$ cat config.mk
export PLATFORM = sky130hd
export DESIGN_NAME = arb_mux
export DESIGN_NICKNAME = d
export VERILOG_FILES = /design/src/rtl/arb_mux.sv
export SDC_FILE = /design/constraint.sdc
export NUM_CORES = 1
export LEC_CHECK = 0
export ABC_AREA = 1
export CAP_MARGIN = 20
export CELL_PAD_IN_SITES_DETAIL_PLACEMENT = 0
export CELL_PAD_IN_SITES_GLOBAL_PLACEMENT = 1
export CORE_AREA = 2 2 54 56
export CTS_CLUSTER_DIAMETER = 30
export DETAILED_ROUTE_END_ITERATION = 16
export DIE_AREA = 0 0 56 58
export PLACE_DENSITY = 0.84
export SLEW_MARGIN = 20
export SYNTH_ARGS = -nofsm -noshare
export SYNTH_HDL_FRONTEND = slang
export SYNTH_SLANG_ARGS = --single-unit
$ cat constraint.sdc
create_clock -name clk -period 2.2 [get_ports clk]
set_input_delay 0.55 -clock clk [delete_from_list [all_inputs] [get_ports clk]]
set_output_delay 0.55 -clock clk [all_outputs]
set_load 0.05 [all_outputs]
$ cat src/rtl/arb_mux.sv
// ---------------------------------------------------------------------------
// arb_mux
//   Arbitrates among CHANNELS valid/ready input channels and forwards the
//   selected word through a single output register stage.
//
//   Default build: round-robin arbitration. The search starts one past the
//   last granted channel and wraps around.
//   Build with ARB_MUX_FIXED_PRIO_EN defined: fixed priority, where the
//   lowest valid index wins and no last-grant state exists.
//
// Parameters:
//   WIDTH     - bit width of each data word
//   CHANNELS  - number of input channels (2..16)
//
// Ports:
//   clk        - sole clock, rising edge
//   reset      - synchronous, active-high reset
//   in_valid   - per-channel word-available flags
//   in_data    - channel i word at bits [i*WIDTH +: WIDTH]
//   in_ready   - one-hot accept strobe for the granted channel (or zero)
//   out_valid  - output register holds a word
//   out_data   - registered selected word
//   out_chan   - source channel index of out_data
//   out_ready  - downstream accepts the word when out_valid is also high
// ---------------------------------------------------------------------------
module arb_mux #(
  parameter int WIDTH    = 4,
  parameter int CHANNELS = 4
) (
  input  logic                          clk,
  input  logic                          reset,
  input  logic [CHANNELS-1:0]           in_valid,
  input  logic [CHANNELS*WIDTH-1:0]     in_data,
  output logic [CHANNELS-1:0]           in_ready,
  output logic                          out_valid,
  output logic [WIDTH-1:0]              out_data,
  output logic [$clog2(CHANNELS)-1:0]   out_chan,
  input  logic                          out_ready
);

  localparam int CW = $clog2(CHANNELS);

  logic          can_load;
  logic          grant_any;
  logic [CW-1:0] grant_idx;
  logic [WIDTH-1:0] sel_data;
  logic          load;

  // The register can take a new word when it is empty or being drained
  // in this same cycle, which gives one word per cycle with no bubble.
  assign can_load = !out_valid || out_ready;

`ifdef ARB_MUX_FIXED_PRIO_EN

  // Fixed priority: scan from the top down so that the lowest valid index
  // is the last one written and therefore wins.
  always_comb begin
    grant_any = 1'b0;
    grant_idx = '0;
    for (int i = CHANNELS - 1; i >= 0; i--) begin
      if (in_valid[i]) begin
        grant_any = 1'b1;
        grant_idx = CW'(i);
      end
    end
  end

`else

  logic [CW-1:0] last_grant;
  logic          hi_any;
  logic [CW-1:0] hi_idx;
  logic [CW-1:0] lo_idx;

  // Round-robin without a modulo: find the lowest valid index above
  // last_grant; if there is none, the search wraps around and the lowest
  // valid index overall wins.
  always_comb begin
    grant_any = 1'b0;
    hi_any    = 1'b0;
    hi_idx    = '0;
    lo_idx    = '0;
    for (int i = CHANNELS - 1; i >= 0; i--) begin
      if (in_valid[i]) begin
        grant_any = 1'b1;
        lo_idx    = CW'(i);
        if (CW'(i) > last_grant) begin
          hi_any = 1'b1;
          hi_idx = CW'(i);
        end
      end
    end
    grant_idx = hi_any ? hi_idx : lo_idx;
  end

  // last_grant only moves on a completed input transfer. Reset points it at
  // the top channel, so channel 0 is searched first afterwards.
  always_ff @(posedge clk) begin
    if (reset) begin
      last_grant <= CW'(CHANNELS - 1);
    end else if (load) begin
      last_grant <= grant_idx;
    end
  end

`endif

  // in_ready is built from the grant only and never looks at in_data.
  // Reset forces it low, so nothing is accepted during a reset cycle.
  assign in_ready = (!reset && can_load && grant_any)
                    ? (CHANNELS'(1) << grant_idx) : '0;

  assign load = !reset && can_load && grant_any;

  // Data path mux for the granted channel; this feeds only the register.
  always_comb begin
    sel_data = '0;
    for (int i = 0; i < CHANNELS; i++) begin
      if (grant_idx == CW'(i)) begin
        sel_data = in_data[i*WIDTH +: WIDTH];
      end
    end
  end

  // Output register. A load has priority over a drain. On a drain with no
  // new word, out_valid drops but data and channel keep their last values.
  // Reset discards any held word.
  always_ff @(posedge clk) begin
    if (reset) begin
      out_valid <= 1'b0;
      out_data  <= '0;
      out_chan  <= '0;
    end else if (load) begin
      out_valid <= 1'b1;
      out_data  <= sel_data;
      out_chan  <= grant_idx;
    end else if (out_ready) begin
      out_valid <= 1'b0;
    end
  end

endmodule
Word-level counts from Yosys, hierarchy flattened
Index checks and enable logic that the tools add are counted.
Word-level totals
  register bits after elaboration: 9
  word-level logic and storage cells: 51
Operators by class
  magnitude comparators: 4
  equal/unequal tests: 3
  shift-type cells: 1
  mux-type cells: 32
  reduce and logical (&&, ||, !) cells: 7
Operator list (count)
  2-bit two-way mux: 13
  4-bit two-way mux: 5
  1-bit two-way mux: 14
  2-bit == test (second input constant): 2
  1-bit by 2-bit > comparator with 1-bit output (first input constant): 2
  2-bit > comparator (first input constant): 2
  1-bit by 2-bit left shift with 4-bit output (first input constant): 1
  2-bit by 1-bit == test with 1-bit output (second input constant): 1
  1-bit logical AND: 2
  1-bit zero test: 2
  2-bit zero test: 1
  2-bit nonzero test: 1
  1-bit logical OR: 1

Logic depth before layout (Yosys ltp)
  depth after elaboration: 15
  mapped depth: 11
  mapped depth without buffers: 11

Least setup slack after synthesis
No wires, ideal clock.
  path type: input port to output port
  start: in reset
  end: out in_ready[0]
  data arrival time: 2.377 ns
  data required time: 1.650 ns
  slack: -0.727 ns
  cell stages on the path: 5
  buffers on the path: 3
  cells stage by stage: buf_2 -> or3_1 -> clkbuf_2 -> buf_6 -> nor3_1
Between the ends
  word-level cells in the longest chain between the ends: 4
Ends and longest elaborated chain
  start, declared: line 31  | input logic reset,
  1-bit zero test: line 110  | assign in_ready = (!reset && can_load && grant_any)
  1-bit logical AND (2 in a row): line 110
  4-bit two-way mux: line 111  | ? (CHANNELS'(1) << grant_idx) : '0;
  end, declared: line 34  | output logic [CHANNELS-1:0] in_ready,
Every way passes these cells.

Worst setup path after layout
  start: in in_valid[2]
  end: out in_ready[1]
Between the ends
  word-level cells in the longest chain between the ends: 8
Ends and longest elaborated chain
  start, declared: line 32  | input logic [CHANNELS-1:0] in_valid,
  2-bit two-way mux / 1-bit two-way mux (equally long branches): line 84  | if (in_valid[i]) begin
  2-bit two-way mux / 1-bit two-way mux (equally long branches): line 87  | if (CW'(i) > last_grant) begin
  2-bit two-way mux / 1-bit two-way mux (equally long branches): line 84
  2-bit two-way mux / 1-bit two-way mux (equally long branches): line 87
  2-bit two-way mux / 1-bit two-way mux (equally long branches): line 84
  2-bit two-way mux: line 93  | grant_idx = hi_any ? hi_idx : lo_idx;
  1-bit by 2-bit left shift with 4-bit output: line 111
  4-bit two-way mux (*): line 111
Every way passes the cells marked *; elsewhere a longest branch is shown, timed or not.

==> results_dict.tcl <==
set metrics [dict create \
    status "finished, final reports clean" \
    crit_type "primary input to output pin" \
    finalCriticalPeriod_ns 2.11 \
    p_sw_share_pct 39.8 \
    antenna_left 0 \
    wire_per_inst_um 10.5 \
    path_depth 9 \
    critPathLaunchType "primary input" \
    cts_buffer_depth 2 \
    fmax_mhz 473 \
    crit_family "simple AND/OR/NAND/NOR gates" \
    vias 785 \
    drt-total-wl_um 1920 \
    powerDensity_nw_per_um2 585 \
    dieHeight_um 58 \
    switching_power_w 0.000280 \
    grt_max_degree 10 \
    path_buf_inv 4 \
    ios 34 \
    gp_congestion 0.739 \
    report.final.slew_viol_count 0 \
    dieWidth_um 56 \
    cp_cell_sequence "buf_6 -> inv_4 -> nand2_4 -> nor2_2 -> or3_4 -> inv_2 -> nand2_2 -> nor2_4 -> buf_12" \
    cpPeakStageDelay_ns 0.38 \
    fin_nets 175 \
    antenna_found_initial 0 \
    synth.distinct_cells 16 \
    setup-violations-final 0 \
    met2_usage_pct 24.2 \
    holdWs_ns 0.468 \
    initial_core_util_pct 22.3 \
    path_max_fanout 5 \
    cts_made_buffers 3 \
    dpl.hpwl_um 1540 \
    drt-pass1-iter-count 4 \
    finalHoldViolations 0 \
    first_iter_violations 9 \
    yosys_warnings 0 \
    placed_area_sq_um 1130 \
    cp_slowest_cell "or3_4" \
    synth_area_sq_um 593 \
    final.period_utilization_pct 96.1 \
    ir_drop_mv 0.413 \
    grt_usage_pct 12.8 \
    cp-end-kind "output pin" \
    intPower_w 0.000424 \
    die-area_sq_um 3250 \
    fin_skew_ns 0.00667 \
    synth_area_leaders "dfxtp_1, nand2_1, inv_1" \
    slew_headroom_pct 66.8 \
    cts_tree "built" \
    clk_latency_ns 0.26 \
    reg2reg_depth 11 \
    required_ns 1.65 \
    areaGrowthSynthToFinish_pct 103 \
    use_met3_pct 4.02 \
    worst_pin_slew_ns 0.496 \
    synth-seq-cells 9 \
    grt_pass1_vias 821 \
    avgSynthCellArea_sq_um 5.87 \
    grt_pass1_wl_um 3370 \
    cts_sinks 9 \
    yosys.area.top_type "dfxtp_1" \
    p_comb_share_pct 54.6 \
    io_buffer_count 33 \
    antenna_cells 0 \
    drv_cap 0 \
    remaining_drc_errors 0 \
    busiest_layer "met2" \
    via_per_inst 4.31 \
    use_met1_pct 14.7 \
    clockPowerShare_pct 17.7 \
    root_buffer "clkbuf_4" \
    ys_seq_area_share_pct 30.4 \
    rsz0062_at_grt "false" \
    min_path_type "flop to flop" \
    htreeDepth 1 \
    synthCells 101 \
    crit_arrival_ns 1.56 \
    seqPwrFrac_pct 27.7 \
    syn_nets 124 \
    rows 19 \
    synthDominantCellAreaShare_pct 30.4 \
    drive_gt1_share_pct 33.1 \
    grt-ovfl-total 0 \
    core-area_sq_um 2660 \
    design_area_sq_um 1200 \
    clk_pin_slew_ns 0.06 \
    hold_depth 2 \
    fillers 291 \
    hold_buffers 0 \
    p_leak_nw 0.563 \
    power.total_w 0.000704 \
]
-- synthesized netlist by cell type --
cell type	instances
clkbuf_2	1
nor2_2	1
buf_6	1
o21ai_0	3
o21bai_1	1
dfxtp_1	9
inv_1	16
nor2_1	12
buf_2	1
nor3_1	2
a21oi_1	10
or3_1	1
nand2_2	3
nand2_1	26
nand4_1	4
nand3_1	10
-- worst reg2reg max path: stages (launching register included) --
cell,delay (ns)
dfxtp_1,0.34
nand2_1,0.09
nand2_1,0.09
nand3_1,0.11
nand2_2,0.06
buf_4,0.14
buf_4,0.15
nor2_2,0.25
nor2_1,0.07
nand3_1,0.09
nand2_1,0.05
a21oi_1,0.14
-- final cells by class --
type                    count  area, sq um  share of cell area (%)
clock buffers               4         26.3                    2.18
well taps                  31         38.8                    3.22
flip-flops and latches      9          180                    15.0
inverters                  16         65.1                    5.41
multi-input cells          73          404                    33.6
repair buffers             49          489                    40.6
-- sequential cells by signal, summed over array words and instances (netlist names) --
| register | cells |
|---|---|
| out_chan | 2 |
| out_data | 4 |
| out_valid | 1 |
| last_grant | 2 |
-- logic make-up after synthesis --
| family | Yosys count | share of synthesized area, % |
|---|---|---|
| AO/OA/AOI/OAI | 14 | 12.2 |
| buffers and inverters | 19 | 13.7 |
| flip-flops | 9 | 30.4 |
| AND/OR/NAND/NOR | 59 | 43.7 |
-- repair_timing --
action                                 CTS  global route
cloned                                   0             0
setup endpoints to repair                4             4
pin swaps                                5             5
gates resized for setup                 36            11
endpoints found under the hold margin    0             0
setup buffers                            2             0
-- cell usage in the layout (no fill, tap or decap), types with 2 or more instances in the layout --
| master | n |
|---|---|
| o21ai_0 | 3 |
| clkdlybuf4s50_1 | 23 |
| nor2_1 | 8 |
| buf_4 | 16 |
| nand2_4 | 2 |
| nand2_1 | 22 |
| clkbuf_4 | 3 |
| a21oi_1 | 10 |
| nor3_4 | 2 |
| inv_4 | 2 |
| nand4_1 | 4 |
| nor2_2 | 2 |
| inv_2 | 4 |
| inv_1 | 10 |
| nor2_4 | 3 |
| buf_12 | 4 |
| dfxtp_1 | 9 |
| nand2_2 | 5 |
| buf_6 | 3 |
| nand3_1 | 10 |
-- final timing paths --
kind	from	end	slack [ns]
worst min-delay path	out_data[1]	out_data[1]	0.47
worst min register to register	out_data[1]	out_data[1]	0.47
worst max register to register	last_grant[1]	out_data[0]	0.57
worst max-delay path	in_valid[2]	in_ready[1]	0.09
-- metrics by stage --
stage | worst slack, ns | TNS [ns] | util (%) | instances
2_1_floorplan | -0.0944 | -0.213 | - | 101
3_3_place_gp | -0.373 | -2.01 | 42.5 | 177
3_5_place_dp | -0.390 | -2.33 | 42.5 | 177
4_1_cts | -0.0314 | -0.0314 | 45.2 | 183
5_1_grt | 0.00888 | 0 | 45.2 | 182
6_report | 0.0853 | 0 | 45.2 | 182
-- metal layers --
metal	share of wire [%]	up-vias	wire length [um]
li1	-	423	-
met1	43	341	816
met2	52	21	996
met3	5.5	0	105
met4	0	0	0
met5	0	-	0
-- power groups by stage --
stage | logic, W | registers [W] | clock network, W
3_5_place_dp | 0.000372 | 0.000199 | 0
4_1_cts | 0.000383 | 0.000196 | 0.000130
5_1_grt | 0.000417 | 0.000197 | 0.000137
3_3_place_gp | 0.000366 | 0.000198 | 0
2_1_floorplan | 0.000161 | 0.000243 | 0
6_report | 0.000384 | 0.000195 | 0.000125
Note: power is estimated with default switching activity, not from simulation.
